===== config.mk =====
export PLATFORM = sky130hd
export DESIGN_NAME = abs_argmax_fp32_stream
export DESIGN_NICKNAME = d
export VERILOG_FILES = /design/src/rtl/abs_argmax_fp32_stream_pkg.sv /design/src/rtl/abs_argmax_fp32_stream_abs_sat.sv /design/src/rtl/abs_argmax_fp32_stream.sv
export SDC_FILE = /design/constraint.sdc
export NUM_CORES = 1
export LEC_CHECK = 0
export CAP_MARGIN = 20
export CORE_UTILIZATION = 50
export DETAILED_ROUTE_END_ITERATION = 8
export DONT_BUFFER_PORTS = 1
export GPL_TIMING_DRIVEN = 0
export RECOVER_POWER = 100
export SYNTH_ARGS = -nofsm -noshare
export SYNTH_HDL_FRONTEND = slang
export SYNTH_SLANG_ARGS = --single-unit
export TNS_END_PERCENT = 50

===== constraint.sdc =====
create_clock -name clock -period 6.6 [get_ports clock]
set_input_delay 1.65 -clock clock [delete_from_list [all_inputs] [get_ports clock]]
set_output_delay 1.65 -clock clock [all_outputs]
set_load 0.02 [all_outputs]

===== src/rtl/abs_argmax_fp32_stream_pkg.sv =====
// Shared definitions for the abs-argmax stream stage: fp_32_t limits and FSM states.
package abs_argmax_fp32_stream_pkg;

    typedef logic [31:0] fp_32_t;

    localparam fp_32_t FP32_MAX = 32'h7FFF_FFFF;
    localparam fp_32_t FP32_MIN = 32'h8000_0000;

    typedef enum logic [1:0] {
        IDLE,
        ACCUM,
        DONE
    } argmax_state_e;

endpackage


===== src/rtl/abs_argmax_fp32_stream_abs_sat.sv =====
// Combinational saturating magnitude of a signed fp_32_t; the most negative code maps to FP32_MAX.
module abs_sat_fp32
    import abs_argmax_fp32_stream_pkg::*;
(
    input  fp_32_t value_i,
    output fp_32_t abs_o
);

    always_comb begin
        if (value_i == FP32_MIN) begin
            abs_o = FP32_MAX;
        end else if (value_i[31]) begin
            abs_o = ~value_i + 32'd1;
        end else begin
            abs_o = value_i;
        end
    end

endmodule


===== src/rtl/abs_argmax_fp32_stream.sv =====
// Frame-delimited streaming abs-argmax: reports the first position of the largest |value|,
// the beat count and an overflow flag once per frame, with a held, back-pressurable result.
module abs_argmax_fp32_stream
    import abs_argmax_fp32_stream_pkg::*;
#(
    parameter  int MAX_LEN = 1024,
    localparam int IDX_W   = $clog2(MAX_LEN)
) (
    input  logic             clock,
    input  logic             resetN,
    input  logic             in_valid,
    output logic             in_ready,
    input  fp_32_t           in_value,
    input  logic             in_last,
    output logic             out_valid,
    input  logic             out_ready,
    output fp_32_t           out_max,
    output logic [IDX_W-1:0] out_index,
    output logic [IDX_W:0]   out_len,
    output logic             out_overflow
);

    localparam logic [IDX_W:0] LEN_CAP = (IDX_W + 1)'(MAX_LEN);

    argmax_state_e    state_q, state_d;
    logic [IDX_W:0]   count_q, count_d;
    fp_32_t           best_q, best_d;
    logic [IDX_W-1:0] best_idx_q, best_idx_d;
    logic             ovf_q, ovf_d;

    fp_32_t           out_max_q;
    logic [IDX_W-1:0] out_index_q;
    logic [IDX_W:0]   out_len_q;
    logic             out_ovf_q;

    fp_32_t           abs_val;
    logic             accept;
    logic             first_beat;

    abs_sat_fp32 u_abs (
        .value_i (in_value),
        .abs_o   (abs_val)
    );

    assign out_valid = (state_q == DONE);
    assign in_ready  = !out_valid || out_ready;
    assign accept    = in_valid && in_ready;
    // Outside ACCUM any accepted beat opens a new frame (IDLE, or DONE being drained).
    assign first_beat = (state_q != ACCUM);

    always_comb begin
        state_d    = state_q;
        count_d    = count_q;
        best_d     = best_q;
        best_idx_d = best_idx_q;
        ovf_d      = ovf_q;

        unique case (state_q)
            IDLE: begin
                if (accept) state_d = in_last ? DONE : ACCUM;
            end
            ACCUM: begin
                if (accept && in_last) state_d = DONE;
            end
            DONE: begin
                if (out_ready) begin
                    if (accept) state_d = in_last ? DONE : ACCUM;
                    else        state_d = IDLE;
                end
            end
            default: state_d = IDLE;
        endcase

        if (accept) begin
            if (first_beat) begin
                count_d    = {{IDX_W{1'b0}}, 1'b1};
                best_d     = abs_val;
                best_idx_d = '0;
                ovf_d      = 1'b0;
            end else if (count_q == LEN_CAP) begin
                // Past capacity: beats are swallowed uncompared, count stays saturated.
                ovf_d = 1'b1;
            end else begin
                count_d = count_q + 1'b1;
                if (abs_val > best_q) begin
                    best_d     = abs_val;
                    best_idx_d = count_q[IDX_W-1:0];
                end
            end
        end
    end

    always_ff @(posedge clock or negedge resetN) begin
        if (!resetN) begin
            state_q    <= IDLE;
            count_q    <= '0;
            best_q     <= '0;
            best_idx_q <= '0;
            ovf_q      <= 1'b0;
        end else begin
            state_q    <= state_d;
            count_q    <= count_d;
            best_q     <= best_d;
            best_idx_q <= best_idx_d;
            ovf_q      <= ovf_d;
        end
    end

    // Result bank loads only with the closing beat, so it is frozen while DONE waits.
    always_ff @(posedge clock or negedge resetN) begin
        if (!resetN) begin
            out_max_q   <= '0;
            out_index_q <= '0;
            out_len_q   <= '0;
            out_ovf_q   <= 1'b0;
        end else if (accept && in_last) begin
            out_max_q   <= best_d;
            out_index_q <= best_idx_d;
            out_len_q   <= count_d;
            out_ovf_q   <= ovf_d;
        end
    end

    assign out_max      = out_max_q;
    assign out_index    = out_index_q;
    assign out_len      = out_len_q;
    assign out_overflow = out_ovf_q;

endmodule


After elaboration in Yosys (flattened, before gate mapping)
Cells that the tools add are included.
Word-level totals
  flip-flop bits (word level): 110
  bits of input ports: 37
  output and inout port bits: 56
Operators by class
  $add $sub $neg: 2
  magnitude comparators: 1
  equal/unequal tests: 8
  mux-type cells: 22
  bitwise operators: 1
  reduce and logical (&&, ||, !) cells: 6
Operator list (count)
  $mux W32: 6
  $mux W10: 4
  $mux W11: 3
  $add A32 B1 Y32 const B: 1
  $eq A32 B32 Y1 const B: 1
  $gt A32 B32 Y1: 1
  $not A32 Y32: 1
  $add A11 B1 Y11 const B: 1
  $eq A11 B11 Y1 const B: 1
  $mux W2: 5
  $pmux W2 S3: 1
  $ne A2 B1 Y1 const B: 2
  $ne A2 B2 Y1 const B: 2
  $mux W1: 3
  $reduce_and A3 Y1: 1
  $eq A2 B1 Y1 const B: 1
  $eq A2 B2 Y1 const B: 1
  $logic_and A1 B1 Y1: 2
  $logic_not A2 Y1: 1
  $logic_not A1 Y1: 1
  $logic_or A1 B1 Y1: 1

Longest topological paths before layout
  depth in word-level cells: 9
  mapped depth: 18
  gate-level depth less buffers: 14

Modules after synthesis
From an unflattened synthesis, not the netlist that was laid out.
Second synthesis, totals
  cells, all modules: 606
  area total of the unflattened synthesis: 6468.7 µm²
By module, submodules not included
  abs_argmax_fp32_stream: instances 1, cells each 456, area each 5501.5 µm², seq. area each 2752.6 µm²
  abs_sat_fp32: instances 1, cells each 150, area each 967.2 µm², seq. area each 0.0 µm²

Worst setup path after synthesis
No wires, ideal clock.
  path type: input-to-reg
  start: input port in_value[3]
  end: register best_q[26]
  library setup time: 125 ps
  arrival time: 5709 ps
  required time: 6475 ps
  setup slack: 767 ps
  stages: 15
  buffers on the path: 4
  cells stage by stage: or4_1 -> or4_1 -> buf_2 -> or4_1 -> a311o_1 -> ha_1 -> nand4_1 -> nor3_1 -> nand4bb_1 -> a31o_2 -> clkbuf_1 -> a31oi_1 -> buf_2 -> buf_2 -> mux2_2
Between the ends
  longest elaborated chain between the ends: 9
Ends and longest elaborated chain
  start: declaration: RTL line abs_argmax_fp32_stream.sv:13  | input fp_32_t in_value,
  $not A32 Y32: RTL line abs_argmax_fp32_stream_abs_sat.sv:13  | abs_o = ~value_i + 32'd1;
  $add A32 B1 Y32: RTL line abs_argmax_fp32_stream_abs_sat.sv:13
  $mux W32: RTL line abs_argmax_fp32_stream_abs_sat.sv:12  | end else if (value_i[31]) begin
  $mux W32 (*): RTL line abs_argmax_fp32_stream_abs_sat.sv:10  | if (value_i == FP32_MIN) begin
  $gt A32 B32 Y1: RTL line abs_argmax_fp32_stream.sv:85  | if (abs_val > best_q) begin
  $mux W32: RTL line abs_argmax_fp32_stream.sv:85
  $mux W32: RTL line abs_argmax_fp32_stream.sv:80  | end else if (count_q == LEN_CAP) begin
  $mux W32 (*): RTL line abs_argmax_fp32_stream.sv:75  | if (first_beat) begin
  $mux W32 (*): RTL line abs_argmax_fp32_stream.sv:74  | if (accept) begin
  via best_d[26]: RTL line abs_argmax_fp32_stream.sv:27  | fp_32_t best_q, best_d;
  end signal: assignment: RTL line abs_argmax_fp32_stream.sv:103  | best_q <= best_d;
  end: declaration: RTL line abs_argmax_fp32_stream.sv:27
The timed path passes the listed nets; every way through them passes the cells marked *.
A chain may end at the register's enable or synchronous reset.

Worst setup path in the final report
  start: input port in_value[3]
  end: register best_q[27]
Same word-level chain as after synthesis.

==> load_flow_metrics.sql <==
INSERT INTO impl_metrics (metric_group, metric, value, unit) VALUES
('worst_setup_path', 'timing.critical_path.mode_cell', 'sky130_fd_sc_hd__or4_1', ''),
('run', 'max_cap_violations', '0', ''),
('floorplanning', 'start_util', '51.93', '%'),
('logic_synthesis', 'synth_most_common_cell', 'sky130_fd_sc_hd__dfrtp_1', ''),
('worst_setup_path', 'cells_along_the_critical_path', 'or4_1 -> or4_1 -> buf_2 -> or4_1 -> clkbuf_1 -> nand2_1 -> ha_1 -> nand2_1 -> nor4_2 -> nand4bb_1 -> a31o_2 -> clkbuf_1 -> a31oi_1 -> buf_2 -> clkbuf_2 -> mux2_2', ''),
('clock_network', 'post-cts-setup-buffers', '0', ''),
('grt', 'global_route.usage.met2', '47.08', '%'),
('worst_setup_path', 'timing.critical_path.slowest_cell_delay', '0.58', 'ns'),
('placed_design', 'dpl.cell_count', '896', ''),
('sta', 'grt_setup_unrepaired', 'false', ''),
('logic_synthesis', 'yosys_warnings', '0', ''),
('sta', 'timing.hold.ws', '0.5011', 'ns'),
('floorplanning', 'design.core.area', '12820', 'um2'),
('clock_network', 'clock_transition_at_the_register_clock_pins_on_the_worst_setup_and_hold_paths_after_cts', '0.07', 'ns'),
('clock_network', 'clock_tree.buffer_depth', '2', ''),
('floorplanning', 'dieArea', '13790', 'um2'),
('final_layout', 'post_route_cells_drive_above_1_share', '10.41', '%'),
('floorplanning', 'io-pin-count', '93', ''),
('final_layout', 'layout.cells.non_filler', '912', ''),
('worst_setup_path', 'worstSetupPathType', 'in -> reg', ''),
('logic_synthesis', 'synthArstFlopShare', '100.0', '%'),
('routing', 'dr.pass1.iters', '7', ''),
('routing', 'drtIter0Drc', '397', ''),
('routing', 'post_detailed_route_drc_marker_count', '0', ''),
('grt', 'grt_pass1_wl', '30360', 'um'),
('final_layout', 'fillCellCount', '1206', ''),
('logic_synthesis', 'post_synth_num_cell_types', '58', ''),
('grt', 'grtUsageMet1', '35.58', '%'),
('final_layout', 'layout.area.seq', '2753', 'um2'),
('power', 'power.total', '2.039', 'mW'),
('clock_network', 'cts_made_buffers', '9', ''),
('grt', 'grt_most_used_layer', 'met2', ''),
('routing', 'drt-vias-per-instance', '6.228', ''),
('final_layout', 'layout-area-overhead-vs-synth', '8.623', '%'),
('sta', 'final.period_utilization', '96.16', '%'),
('logic_synthesis', 'ys_dominant_reg_cell', 'sky130_fd_sc_hd__dfrtp_1', ''),
('clock_network', 'tritoncts_num_sinks', '110', ''),
('logic_synthesis', 'post_synth.cell_area_avg', '9.212', 'um2'),
('outcome', 'run_status', 'completed', ''),
('logic_synthesis', 'syn_area', '6660', 'um2'),
('routing', 'vias', '5680', ''),
('floorplanning', 'rows', '41', ''),
('grt', 'grt_util_met3', '5.253', '%'),
('worst_hold_path', 'min_from', 'best_idx_q[8]', ''),
('sta', 'setup-violations-final', '0', ''),
('clock_network', 'tritoncts', 'built', ''),
('clock_network', 'ctsHoldBuffers', '0', ''),
('routing', 'post_route_ant_nets', '0', ''),
('worst_setup_path', 'worst-endpoint-required', '6.84', 'ns'),
('sta', 'worst_slew_pin_slew', '0.8436', 'ns'),
('clock_network', 'worst_skew_pair.late_latency', '0.36', 'ns'),
('worst_setup_path', 'top_cell_family_by_delay_on_the_critical_path', 'simple AND/OR/NAND/NOR gates', ''),
('worst_setup_path', 'cp.buffers_inverters', '5', ''),
('sta', 'layout_min_cycle_time', '6.346', 'ns'),
('worst_setup_path', 'startpoint_type_of_the_worst_setup_path', 'input port', ''),
('power', 'cellPowerDensity', '281.9', 'nW/um2'),
('routing', 'wire_per_inst', '20.57', 'um'),
('power', 'power.static_leakage', '3.085', 'nW'),
('grt', 'antenna_violations_before_repair', '0', ''),
('sta', 'maxSlewHeadroom', '43.28', '%'),
('worst_setup_path', 'cp-end-kind', 'flop', ''),
('worst_setup_path', 'critical-path-slowest-cell', 'sky130_fd_sc_hd__or4_1', ''),
('floorplanning', 'floorplan.die.width', '117.4', 'um'),
('grt', 'global_route.usage.total', '27.88', '%'),
('logic_synthesis', 'synth_top_cell_area_share', '41.33', '%'),
('worst_setup_path', 'r2r_start', 'count_q[0]', ''),
('final_layout', 'layout.nets', '807', ''),
('grt', 'first_global_vias', '5767', ''),
('logic_synthesis', 'ys_top_cells_by_area', 'sky130_fd_sc_hd__dfrtp_1, sky130_fd_sc_hd__ha_1, sky130_fd_sc_hd__mux2_2', ''),
('placed_design', 'hpwlAfterDp', '13580', 'um'),
('logic_synthesis', 'synth_area_leader_cell', 'sky130_fd_sc_hd__dfrtp_1', '');
layout make-up:
cell class                      count  share of cell area, %
Buffer                             52                  2.854
Timing Repair Buffer                1                0.06918
Inverter                           39                  2.024
Sequential cell                   110                  38.05
Tap cell                          172                  2.975
Clock buffer                       12                  3.684
Multi-Input combinational cell    522                  49.27
Clock inverter                      4                  1.072
cells by family (layout without fill, tap and decap cells):
| group | count (synthesis) | after routing | synth area share (%) |
|---|---|---|---|
| compound gates | 141 | 141 | 15.42 |
| xor+xnor | 31 | 31 | 4.077 |
| fa+ha+maj | 35 | 35 | 6.575 |
| buf+inv | 91 | 108 | 5.260 |
| flops | 110 | 110 | 41.33 |
| mux | 38 | 38 | 6.387 |
| simple gates | 277 | 277 | 20.95 |
report_power, final:
group          internal, mW  switching (mW)  total, mW  leakage (nW)
logic                 0.192           0.302      0.493          1.57
clock network         0.366           0.261      0.627         0.169
registers             0.777           0.142      0.919          1.34
total                  1.33           0.705       2.04          3.09
routing by layer:
layer  vias to the layer above  wire, um  part of all wire, %
li1                       2672         -                    -
met1                      2791      8258                   44
met2                       191      8968                   48
met3                        26      1152                  6.1
met4                         0       379                  2.0
met5                         -         0                    0
metrics by stage:
step	util (%)	area, um2	setup TNS (ns)	setup slack (ns)
after global routing	56.41	7234	0	0.07074
after floorplan	-	6660	0	0.7666
final	56.41	7234	0	0.2536
after CTS	56.33	7224	0	0.2017
after global placement	53.61	6875	-19.17	-0.4666
after detailed placement	53.65	6880	-5.406	-0.1523
placed cells by master, fill, tap and decap left out, types with 3 or more instances in the layout:
| master | n |
|---|---|
| sky130_fd_sc_hd__a211oi_1 | 24 |
| sky130_fd_sc_hd__and3_1 | 10 |
| sky130_fd_sc_hd__xnor2_1 | 10 |
| sky130_fd_sc_hd__o31ai_1 | 21 |
| sky130_fd_sc_hd__o211ai_1 | 12 |
| sky130_fd_sc_hd__or2_1 | 3 |
| sky130_fd_sc_hd__buf_2 | 7 |
| sky130_fd_sc_hd__inv_1 | 39 |
| sky130_fd_sc_hd__clkbuf_8 | 3 |
| sky130_fd_sc_hd__dfrtp_1 | 110 |
| sky130_fd_sc_hd__o41ai_1 | 10 |
| sky130_fd_sc_hd__a21oi_1 | 22 |
| sky130_fd_sc_hd__buf_1 | 3 |
| sky130_fd_sc_hd__nor4_1 | 29 |
| sky130_fd_sc_hd__a32o_1 | 11 |
| sky130_fd_sc_hd__nand2_1 | 75 |
| sky130_fd_sc_hd__clkbuf_2 | 3 |
| sky130_fd_sc_hd__mux2_2 | 36 |
| sky130_fd_sc_hd__nand3_1 | 19 |
| sky130_fd_sc_hd__clkbuf_1 | 40 |
| sky130_fd_sc_hd__nor2_1 | 60 |
| sky130_fd_sc_hd__or3_1 | 8 |
| sky130_fd_sc_hd__ha_1 | 35 |
| sky130_fd_sc_hd__o21ai_0 | 15 |
| sky130_fd_sc_hd__or4_1 | 10 |
| sky130_fd_sc_hd__nand4_1 | 21 |
| sky130_fd_sc_hd__nor2b_1 | 6 |
| sky130_fd_sc_hd__nor3_1 | 11 |
| sky130_fd_sc_hd__clkbuf_16 | 9 |
| sky130_fd_sc_hd__or2_2 | 7 |
| sky130_fd_sc_hd__a31oi_1 | 3 |
| sky130_fd_sc_hd__a21o_1 | 3 |
| sky130_fd_sc_hd__nand2b_1 | 5 |
| sky130_fd_sc_hd__xor2_1 | 21 |
final timing paths:
| kind | cells after the start | to | slack [ns] |
|---|---|---|---|
| max | 16 | best_q[27] | 0.25 |
| min | 1 | best_idx_q[8] | 0.50 |
| max reg2reg | 11 | best_q[27] | 3.08 |
| min reg2reg | 1 | best_idx_q[8] | 0.50 |
| max in group asynchronous | 0 | best_q[11] | 5.42 |
| min in group asynchronous | 0 | out_len[7] | 0.98 |
registers in the layout, summed over array words and instances, names as in the netlist:
name          cells
best_q           32
out_max          32
count_q          11
out_len          11
best_idx_q       10
out_index        10
state_q           2
out_overflow      1
ovf_q             1
No activity file was read; power rests on OpenSTA's default activity.
